### config.mk
export PLATFORM = sky130hd
export DESIGN_NAME = serial_adder
export DESIGN_NICKNAME = d
export VERILOG_FILES = /design/src/rtl/serial_adder.sv
export SDC_FILE = /design/constraint.sdc
export NUM_CORES = 1
export LEC_CHECK = 0
export ABC_AREA = 1
export CAP_MARGIN = 20
export CORE_MARGIN = 4
export CORE_UTILIZATION = 40
export CTS_CLUSTER_SIZE = 25
export DETAILED_ROUTE_END_ITERATION = 12
export PLACE_DENSITY_LB_ADDON = 0.15
export REMOVE_ABC_BUFFERS = 1
export SETUP_SLACK_MARGIN = 0.1
export SYNTH_ARGS = -nofsm -noshare
export SYNTH_HDL_FRONTEND = slang
export SYNTH_SLANG_ARGS = --single-unit
### constraint.sdc
create_clock -name clk -period 2.4 [get_ports clk]
set_input_delay 0.48 -clock clk [delete_from_list [all_inputs] [get_ports clk]]
set_output_delay 0.48 -clock clk [all_outputs]
set_load 0.05 [all_outputs]
### src/rtl/serial_adder.sv
// Bit-serial adder: one full-adder cell plus a carry flop, LSB first, WIDTH cycles per add.
// Optional two's-complement overflow output enabled by defining SERIAL_ADDER_OVF_EN.
module serial_adder #(
  parameter int WIDTH = 8
) (
  input  logic             clk,
  input  logic             rst,
  input  logic             start,
  input  logic [WIDTH-1:0] a,
  input  logic [WIDTH-1:0] b,
  input  logic             cin,
  output logic             busy,
  output logic             done,
  output logic [WIDTH-1:0] sum,
  output logic             cout
`ifdef SERIAL_ADDER_OVF_EN
  ,
  output logic             ovf
`endif
);

  localparam int CW = (WIDTH > 1) ? $clog2(WIDTH) : 1;

  if (WIDTH < 2 || WIDTH > 32) begin : g_width_check
    $error("serial_adder: WIDTH must be in 2..32");
  end

  typedef enum logic [1:0] {
    IDLE  = 2'd0,
    SHIFT = 2'd1,
    DONE  = 2'd2
  } state_t;

  state_t state, state_nxt;

  logic [WIDTH-1:0] a_sr;
  logic [WIDTH-1:0] b_sr;
  logic [WIDTH-1:0] sum_sr;
  logic [WIDTH-1:0] sum_shifted;
  logic             carry;
  logic [CW-1:0]    cnt;
  logic             last_bit;
  logic             fa_s;
  logic             fa_c;

  assign fa_s        = a_sr[0] ^ b_sr[0] ^ carry;
  assign fa_c        = (a_sr[0] & b_sr[0]) | (carry & (a_sr[0] ^ b_sr[0]));
  assign sum_shifted = {fa_s, sum_sr[WIDTH-1:1]};
  assign last_bit    = (cnt == CW'(WIDTH - 1));

  always_ff @(posedge clk) begin
    if (rst) begin
      state <= IDLE;
    end else begin
      state <= state_nxt;
    end
  end

  always_comb begin
    state_nxt = state;
    busy      = 1'b0;
    done      = 1'b0;
    case (state)
      IDLE: begin
        if (start) begin
          state_nxt = SHIFT;
        end
      end
      SHIFT: begin
        busy = 1'b1;
        if (last_bit) begin
          state_nxt = DONE;
        end
      end
      DONE: begin
        done      = 1'b1;
        state_nxt = IDLE;
      end
      default: begin
        state_nxt = IDLE;
      end
    endcase
  end

  // The visible result is updated only on the edge that consumes the MSB, so
  // sum/cout never show partial values mid-operation.
  always_ff @(posedge clk) begin
    if (rst) begin
      a_sr   <= '0;
      b_sr   <= '0;
      sum_sr <= '0;
      carry  <= 1'b0;
      cnt    <= '0;
      sum    <= '0;
      cout   <= 1'b0;
    end else begin
      case (state)
        IDLE: begin
          if (start) begin
            a_sr  <= a;
            b_sr  <= b;
            carry <= cin;
            cnt   <= '0;
          end
        end
        SHIFT: begin
          a_sr   <= a_sr >> 1;
          b_sr   <= b_sr >> 1;
          sum_sr <= sum_shifted;
          carry  <= fa_c;
          cnt    <= cnt + CW'(1);
          if (last_bit) begin
            sum  <= sum_shifted;
            cout <= fa_c;
          end
        end
        default: begin
        end
      endcase
    end
  end

`ifdef SERIAL_ADDER_OVF_EN
  // During the MSB cycle the carry flop holds the carry into the MSB.
  always_ff @(posedge clk) begin
    if (rst) begin
      ovf <= 1'b0;
    end else if (state == SHIFT && last_bit) begin
      ovf <= carry ^ fa_c;
    end
  end
`endif

endmodule

==> results of run 1 <==
[worst paths after layout]
path / to / startpoint / slack (ps) / cells after the start
min reg2reg: sum[1] / sum_sr[2] / 460 / 2
max reg2reg: sum[2] / state[0] / 710 / 7
max: done / state[1] / 360 / 3
min: sum[1] / sum_sr[2] / 460 / 2
[worst max-delay path, stage by stage, from the launching register on]
cell and delay [ps]:
dfxtp_1 410, inv_2 180, nor2_1 130, dlygate4sd2_1 540
[synthesized netlist by cell type, drive strengths merged]
cell    count
nand2      88
nor2       52
dfxtp      38
nand3      25
inv        21
buf        13
o21ai       9
a21oi       5
ha          2
clkbuf      1
fa          1
[metal layers]
metal	vias to the layer above	wire length, um	global-route usage (%)
met4	0	61	6.04
met1	627	1760	19.4
li1	824	-	-
met2	23	1480	20.5
met5	-	0	0
met3	6	153	4.65
[report_power, final]
part / leakage (nW) / total, mW / internal, mW / switching [mW]
Clock: 0.0504 / 0.553 / 0.309 / 0.244
Sequential: 0.312 / 0.693 / 0.670 / 0.0233
Combinational: 0.636 / 0.199 / 0.0876 / 0.112
Total: 0.999 / 1.45 / 1.07 / 0.379
[layout by cell type (no fill, tap or decap)]
master,n
o21ai_4,1
clkbuf_8,5
fa_1,1
clkinvlp_4,2
buf_4,3
dfxtp_1,38
nor2_4,2
inv_2,2
nand3_1,25
a21oi_1,5
clkdlybuf4s50_1,28
buf_12,1
nand2_1,87
o21ai_0,8
ha_1,2
inv_1,19
dlygate4sd2_1,1
bufinv_16,1
nor2_1,50
nand2_2,1
[layout make-up]
cell class	count	area, um2	area share (%)
clock buffers	5	68.8	3.21
clock inverters	3	45.0	2.10
inverters	21	78.8	3.68
multi-input cells	182	795	37.1
flip-flops and latches	38	761	35.5
well taps	50	62.6	2.92
repair buffers	33	332	15.5
[registers in the layout, indices dropped and copies added, names as in the netlist]
register / flops
a_sr: 8
b_sr: 8
carry: 1
cnt: 3
cout: 1
state: 2
sum: 8
sum_sr: 7
[kinds of logic after synthesis]
logic type      Yosys count  synth area share (%)
buf+inv                  35                  9.80
simple gates            165                  38.8
flops                    38                  44.1
compound gates           14                  4.72
fa+ha+maj                 3                  2.61
[per-stage QoR]
| step | instances | worst slack, ps |
|---|---|---|
| after floorplan | 241 | 651 |
| after global placement | 324 | 423 |
| after detailed placement | 324 | 402 |
| after CTS | 332 | 342 |
| after global routing | 332 | 204 |
| final | 332 | 365 |
==> impl_table.tex, run 1 <==
\begin{tabular}{lr}
\hline
Metric & Value \\
\hline
\multicolumn{2}{l}{\textbf{Die}} \\
\quad Core box area & 0.00409 mm2 \\
\quad Die extent in y & 73.7 um \\
\quad Die Wd & 73.7 um \\
\quad Number of top-level pins & 31 \\
\quad Starting Density & 42.2\% \\
\quad Die Area & 0.00543 mm2 \\
\quad Standard-cell rows & 23 \\
\multicolumn{2}{l}{\textbf{Logic synthesis}} \\
\quad Flip-flop and latch count after synthesis & 38 \\
\quad Sequential share of the synthesized area & 44.1\% \\
\quad Synth area leaders & dfxtp\_1 44\%, nand2\_1 19\%, nor2\_1 11\%, nand3\_1 7.3\%, inv\_1 4.1\% \\
\quad Library cell occupying the most area in the post-synthesis netlist & dfxtp\_1 \\
\quad Warnings from Yosys & 0 \\
\quad Average cell area after synthesis & 6.76 um2 \\
\quad Area share of the leading cell type in the synthesized netlist & 44.1\% \\
\quad Count of mapped cells out of synthesis & 255 \\
\quad Syn Std Cell Area & 0.00172 mm2 \\
\quad Post-synth cell types & 18 \\
\multicolumn{2}{l}{\textbf{STA}} \\
\quad Final clock skew & 9.91 ps \\
\quad Setup tns final & 0 ps \\
\quad Peak clock frequency supported by timing & 0.491 GHz \\
\quad Final critical delay including setup and external delays & 2040 ps \\
\quad Final setup violation count & 0 \\
\quad Worst Hold Margin & 457 ps \\
\quad Max-slew violation total from the final report & 0 \\
\quad Worst relative slew slack & 54.3\% \\
\quad Share of the clock period used by the worst path after layout & 84.8\% \\
\quad Slew at the pin closest to its max-slew limit & 683 ps \\
\quad Setup repair after global routing missed its margin & false \\
\quad Final-report hold violation count & 0 \\
\multicolumn{2}{l}{\textbf{Worst setup path}} \\
\quad Setup crit start kind & register \\
\quad Endpoint required time on the critical path & 1920 ps \\
\quad Element type at the critical path end & output port \\
\quad Arrival time of data at the critical path endpoint & 1560 ps \\
\quad Highest fanout seen on the critical path & 18 \\
\quad Type of the setup path with the least slack & register to output port \\
\multicolumn{2}{l}{\textbf{Placed design}} \\
\quad Final HPWL from detailed placement & 2.21 mm \\
\quad Count of buffers inserted at the top-level ports & 30 \\
\quad Routability congestion estimate from global placement & 0.724 \\
\quad Total cell area at the placement stage & 0.00203 mm2 \\
\multicolumn{2}{l}{\textbf{Clocking}} \\
\quad Post-cts repair resize count & 1 \\
\quad \# Post-CTS Setup Buffers & 0 \\
\quad Number of buffers on the longest clock path & 2 \\
\quad Root buf cell & clkbuf\_8 \\
\quad Clk pin slew, worst setup/hold paths & 80 ps \\
\quad Hold-fix buffers, CTS & 0 \\
\quad Clk sink count & 38 \\
\quad Clock tree from TritonCTS & done \\
\quad Clock latency at the later pin of the worst-skew pair & 300 ps \\
\quad Num CTS Buffers & 5 \\
\quad Number of levels the H-tree was split into & 2 \\
\multicolumn{2}{l}{\textbf{Final layout}} \\
\quad Antenna cell count & 0 \\
\quad Total of fill cells in the finished design & 437 \\
\quad Summed area of non-filler cells in the final layout & 0.00214 mm2 \\
\quad Synth-to-Final Area Change & 24.2\% \\
\quad Post-Route Utilization & 52.4\% \\
\quad Fin nets & 304 \\
\quad Share of final-layout standard cells stronger than drive strength 1 & 6.38\% \\
\multicolumn{2}{l}{\textbf{Outcome}} \\
\quad Outcome & complete, no violations \\
\multicolumn{2}{l}{\textbf{Route}} \\
\quad Post-detailed-route via-to-cell ratio & 4.46 \\
\quad Vias after detailed routing & 1480 \\
\quad Iteration count of the initial detailed-routing pass & 5 \\
\quad Post-DRT Antenna Nets & 0 \\
\quad DR WL/cell & 10.4 um \\
\quad Violation count after the first detailed-routing iteration & 119 \\
\quad Total DRC errors in the routed layout & 0 \\
\quad Total Wirelength & 3.46 mm \\
\multicolumn{2}{l}{\textbf{Global route}} \\
\quad All-Layer GR Usage & 14.2\% \\
\quad Wire length of the first global-routing pass & 5.95 mm \\
\quad Gr ovfl total & 0 \\
\quad Antenna violations before repair & 0 \\
\quad Number of global-route vias before repair & 1299 \\
\quad Maximum number of pins on one net before global-route repair & 34 \\
\multicolumn{2}{l}{\textbf{Job}} \\
\quad Maximum capacitance violations & 0 \\
\multicolumn{2}{l}{\textbf{Pwr}} \\
\quad Total power density per cell area & 675 mW/mm2 \\
\quad Leakage & 0.999 nW \\
\quad Total power & 1.45 mW \\
\quad Worst-case vdd ir drop & 0.373 mV \\
\multicolumn{2}{l}{\textbf{Hold path}} \\
\quad Class of the worst hold path & register to register \\
\hline
\end{tabular}
Note: power is estimated with default switching activity, not from simulation.
==> run 2, diff against run 1 <==
Clock period 2.4 ns to 2 ns, I/O delays scaled along.
==> run 2 against run 1 <==
Against the previous run: final cell count increased by 0.90%; design area increased by 0.53%; non-clock buffer count increased by 3; utilization increased by 0.28 points; sequential share of layout area decreased by 0.19 points; wire length decreased by 1.9%; critical path depth decreased by 2; global-route usage decreased by 0.19 points; register-to-register slack got worse by 80 ps; worst hold slack improved by 5.9 ps; die area unchanged; first-iteration DRC count decreased by 24%; critical path type unchanged; largest power group unchanged.
==> impl_table.tex, run 2 (synthesis gave the netlist of run 1 again) <==
\begin{tabular}{lr}
\hline
Metric & Value \\
\hline
\multicolumn{2}{l}{\textbf{Clocking}} \\
\quad Hold-fix buffers, CTS & 0 \\
\quad Number of levels the H-tree was split into & 2 \\
\quad Num CTS Buffers & 5 \\
\quad Clk sink count & 38 \\
\quad Clock tree from TritonCTS & done \\
\quad Root buf cell & clkbuf\_8 \\
\quad \# Post-CTS Setup Buffers & 0 \\
\quad Clock latency at the later pin of the worst-skew pair & 290 ps \\
\quad Clk pin slew, worst setup/hold paths & 70 ps \\
\quad Number of buffers on the longest clock path & 2 \\
\quad Post-cts repair resize count & 0 \\
\multicolumn{2}{l}{\textbf{Global route}} \\
\quad All-Layer GR Usage & 14.1\% \\
\quad Number of global-route vias before repair & 1365 \\
\quad Maximum number of pins on one net before global-route repair & 33 \\
\quad Wire length of the first global-routing pass & 5.98 mm \\
\quad Antenna violations before repair & 0 \\
\quad Gr ovfl total & 0 \\
\multicolumn{2}{l}{\textbf{STA}} \\
\quad Final clock skew & 4.59 ps \\
\quad Peak clock frequency supported by timing & 0.546 GHz \\
\quad Share of the clock period used by the worst path after layout & 91.6\% \\
\quad Setup repair after global routing missed its margin & false \\
\quad Final-report hold violation count & 0 \\
\quad Slew at the pin closest to its max-slew limit & 493 ps \\
\quad Max-slew violation total from the final report & 0 \\
\quad Final setup violation count & 0 \\
\quad Final critical delay including setup and external delays & 1830 ps \\
\quad Worst relative slew slack & 67.0\% \\
\quad Setup tns final & 0 ps \\
\multicolumn{2}{l}{\textbf{Final layout}} \\
\quad Share of final-layout standard cells stronger than drive strength 1 & 7.37\% \\
\quad Registers with the most flip-flops & a\_sr x8, b\_sr x8, sum x8 \\
\quad Non-filler instance count after layout & 335 \\
\quad Summed area of non-filler cells in the final layout & 0.00215 mm2 \\
\quad Post-Route Utilization & 52.7\% \\
\quad Synth-to-Final Area Change & 24.9\% \\
\quad Most common cell after layout, fill and taps aside & nand2\_1 \\
\quad Leading cell types in the layout, fill and taps excluded & 87 x nand2\_1, 50 x nor2\_1, 38 x dfxtp\_1 \\
\quad Antenna cell count & 0 \\
\quad Fin nets & 307 \\
\multicolumn{2}{l}{\textbf{Pwr}} \\
\quad Total power density per cell area & 754 mW/mm2 \\
\quad Total power & 1.62 mW \\
\quad Fraction of power spent switching nets & 26.3\% \\
\quad Fraction of power consumed by sequential logic & 51.2\% \\
\quad Switch Pwr & 427 uW \\
\quad P\_int & 1.20 mW \\
\quad Leakage & 1.01 nW \\
\quad Logic pwr share & 15.4\% \\
\quad Worst-case vdd ir drop & 0.469 mV \\
\quad Clock share of power & 33.3\% \\
\multicolumn{2}{l}{\textbf{Route}} \\
\quad Total DRC errors in the routed layout & 0 \\
\quad DR WL/cell & 10.1 um \\
\quad Vias after detailed routing & 1491 \\
\quad Total Wirelength & 3.39 mm \\
\quad Iteration count of the initial detailed-routing pass & 4 \\
\quad Post-detailed-route via-to-cell ratio & 4.45 \\
\quad Violation count after the first detailed-routing iteration & 90 \\
\quad Post-DRT Antenna Nets & 0 \\
\multicolumn{2}{l}{\textbf{Worst setup path}} \\
\quad CP top delay family & buffers and inverters \\
\quad Maximum single-stage delay on the critical path & 800 ps \\
\quad Cell with the largest stage delay on the worst path & clkdlybuf4s50\_1 \\
\quad Element type at the critical path end & output port \\
\quad Combined buffer and inverter count along the critical path & 1 \\
\quad Arrival time of data at the critical path endpoint & 1430 ps \\
\quad R2R setup slack & 630 ps \\
\quad Endpoint required time on the critical path & 1600 ps \\
\quad Highest fanout seen on the critical path & 2 \\
\quad Type of the setup path with the least slack & register to output port \\
\quad CP Cell Sequence & clkdlybuf4s50\_1 \\
\quad Setup crit start kind & register \\
\multicolumn{2}{l}{\textbf{Die}} \\
\quad Core box area & 0.00409 mm2 \\
\quad Die Wd & 73.7 um \\
\quad Standard-cell rows & 23 \\
\quad Die Area & 0.00543 mm2 \\
\quad Die extent in y & 73.7 um \\
\quad Number of top-level pins & 31 \\
\quad Starting Density & 42.2\% \\
\multicolumn{2}{l}{\textbf{Hold path}} \\
\quad Class of the worst hold path & register to register \\
\multicolumn{2}{l}{\textbf{Placed design}} \\
\quad Count of buffers inserted at the top-level ports & 30 \\
\quad Total cell area at the placement stage & 0.00206 mm2 \\
\quad Final HPWL from detailed placement & 2.26 mm \\
\quad Routability congestion estimate from global placement & 0.722 \\
\quad Cell count after placement & 327 \\
\multicolumn{2}{l}{\textbf{Outcome}} \\
\quad Outcome & complete, no violations \\
\multicolumn{2}{l}{\textbf{Job}} \\
\quad Maximum capacitance violations & 0 \\
\hline
\end{tabular}
[run 2: changes by cell type in the layout (fill, tap and decap cells not counted)]
| cell | change |
|---|---|
| buf_4 | +3 |
| clkinvlp_4 | -2 |
| buf_12 | +1 |
| bufinv_16 | -1 |
| clkbuf_1 | +1 |
| clkbuf_8 | +1 |
| clkinv_2 | +1 |
| dlygate4sd2_1 | -1 |
[run 2: layout make-up]
type	count	area [um2]
flip-flops and latches	38	761
clock buffers	7	86.3
clock inverters	1	5.00
multi-input cells	182	795
repair buffers	36	365
inverters	21	78.8
well taps	50	62.6
fillers	412	1930
[run 2: path summary, 6_finish.rpt]
kind	to	depth (start not counted)	from
setup / recovery	sum[4]	1	sum[4]
hold / removal	sum[1]	2	sum_sr[2]
setup reg to reg	cout	6	state[0]
hold reg to reg	sum[1]	2	sum_sr[2]
[run 2: metrics by stage]
step                      worst slack (ps)  hold slack [ps]
after floorplan                        251              435
after CTS                              157              466
after detailed placement               396              458
after global placement                 418              453
final                                  168              463
after global routing                   120              485
[run 2: routing by layer]
| layer | wire length [um] | track usage, % | vias up |
|---|---|---|---|
| met5 | 0 | 0 | - |
| met4 | 31 | 4.83 | 0 |
| met3 | 171 | 4.24 | 4 |
| met2 | 1490 | 22.4 | 34 |
| met1 | 1700 | 17.9 | 623 |
| li1 | - | - | 830 |
[run 2: power groups by stage]
stage               sequential (mW)  clock [mW]  combinational (mW)
floorplan                     0.849           0               0.149
global placement              0.848           0               0.252
detailed placement            0.849           0               0.252
CTS                           0.832       0.556               0.254
global route                  0.838       0.589               0.290
finish                        0.832       0.541               0.251
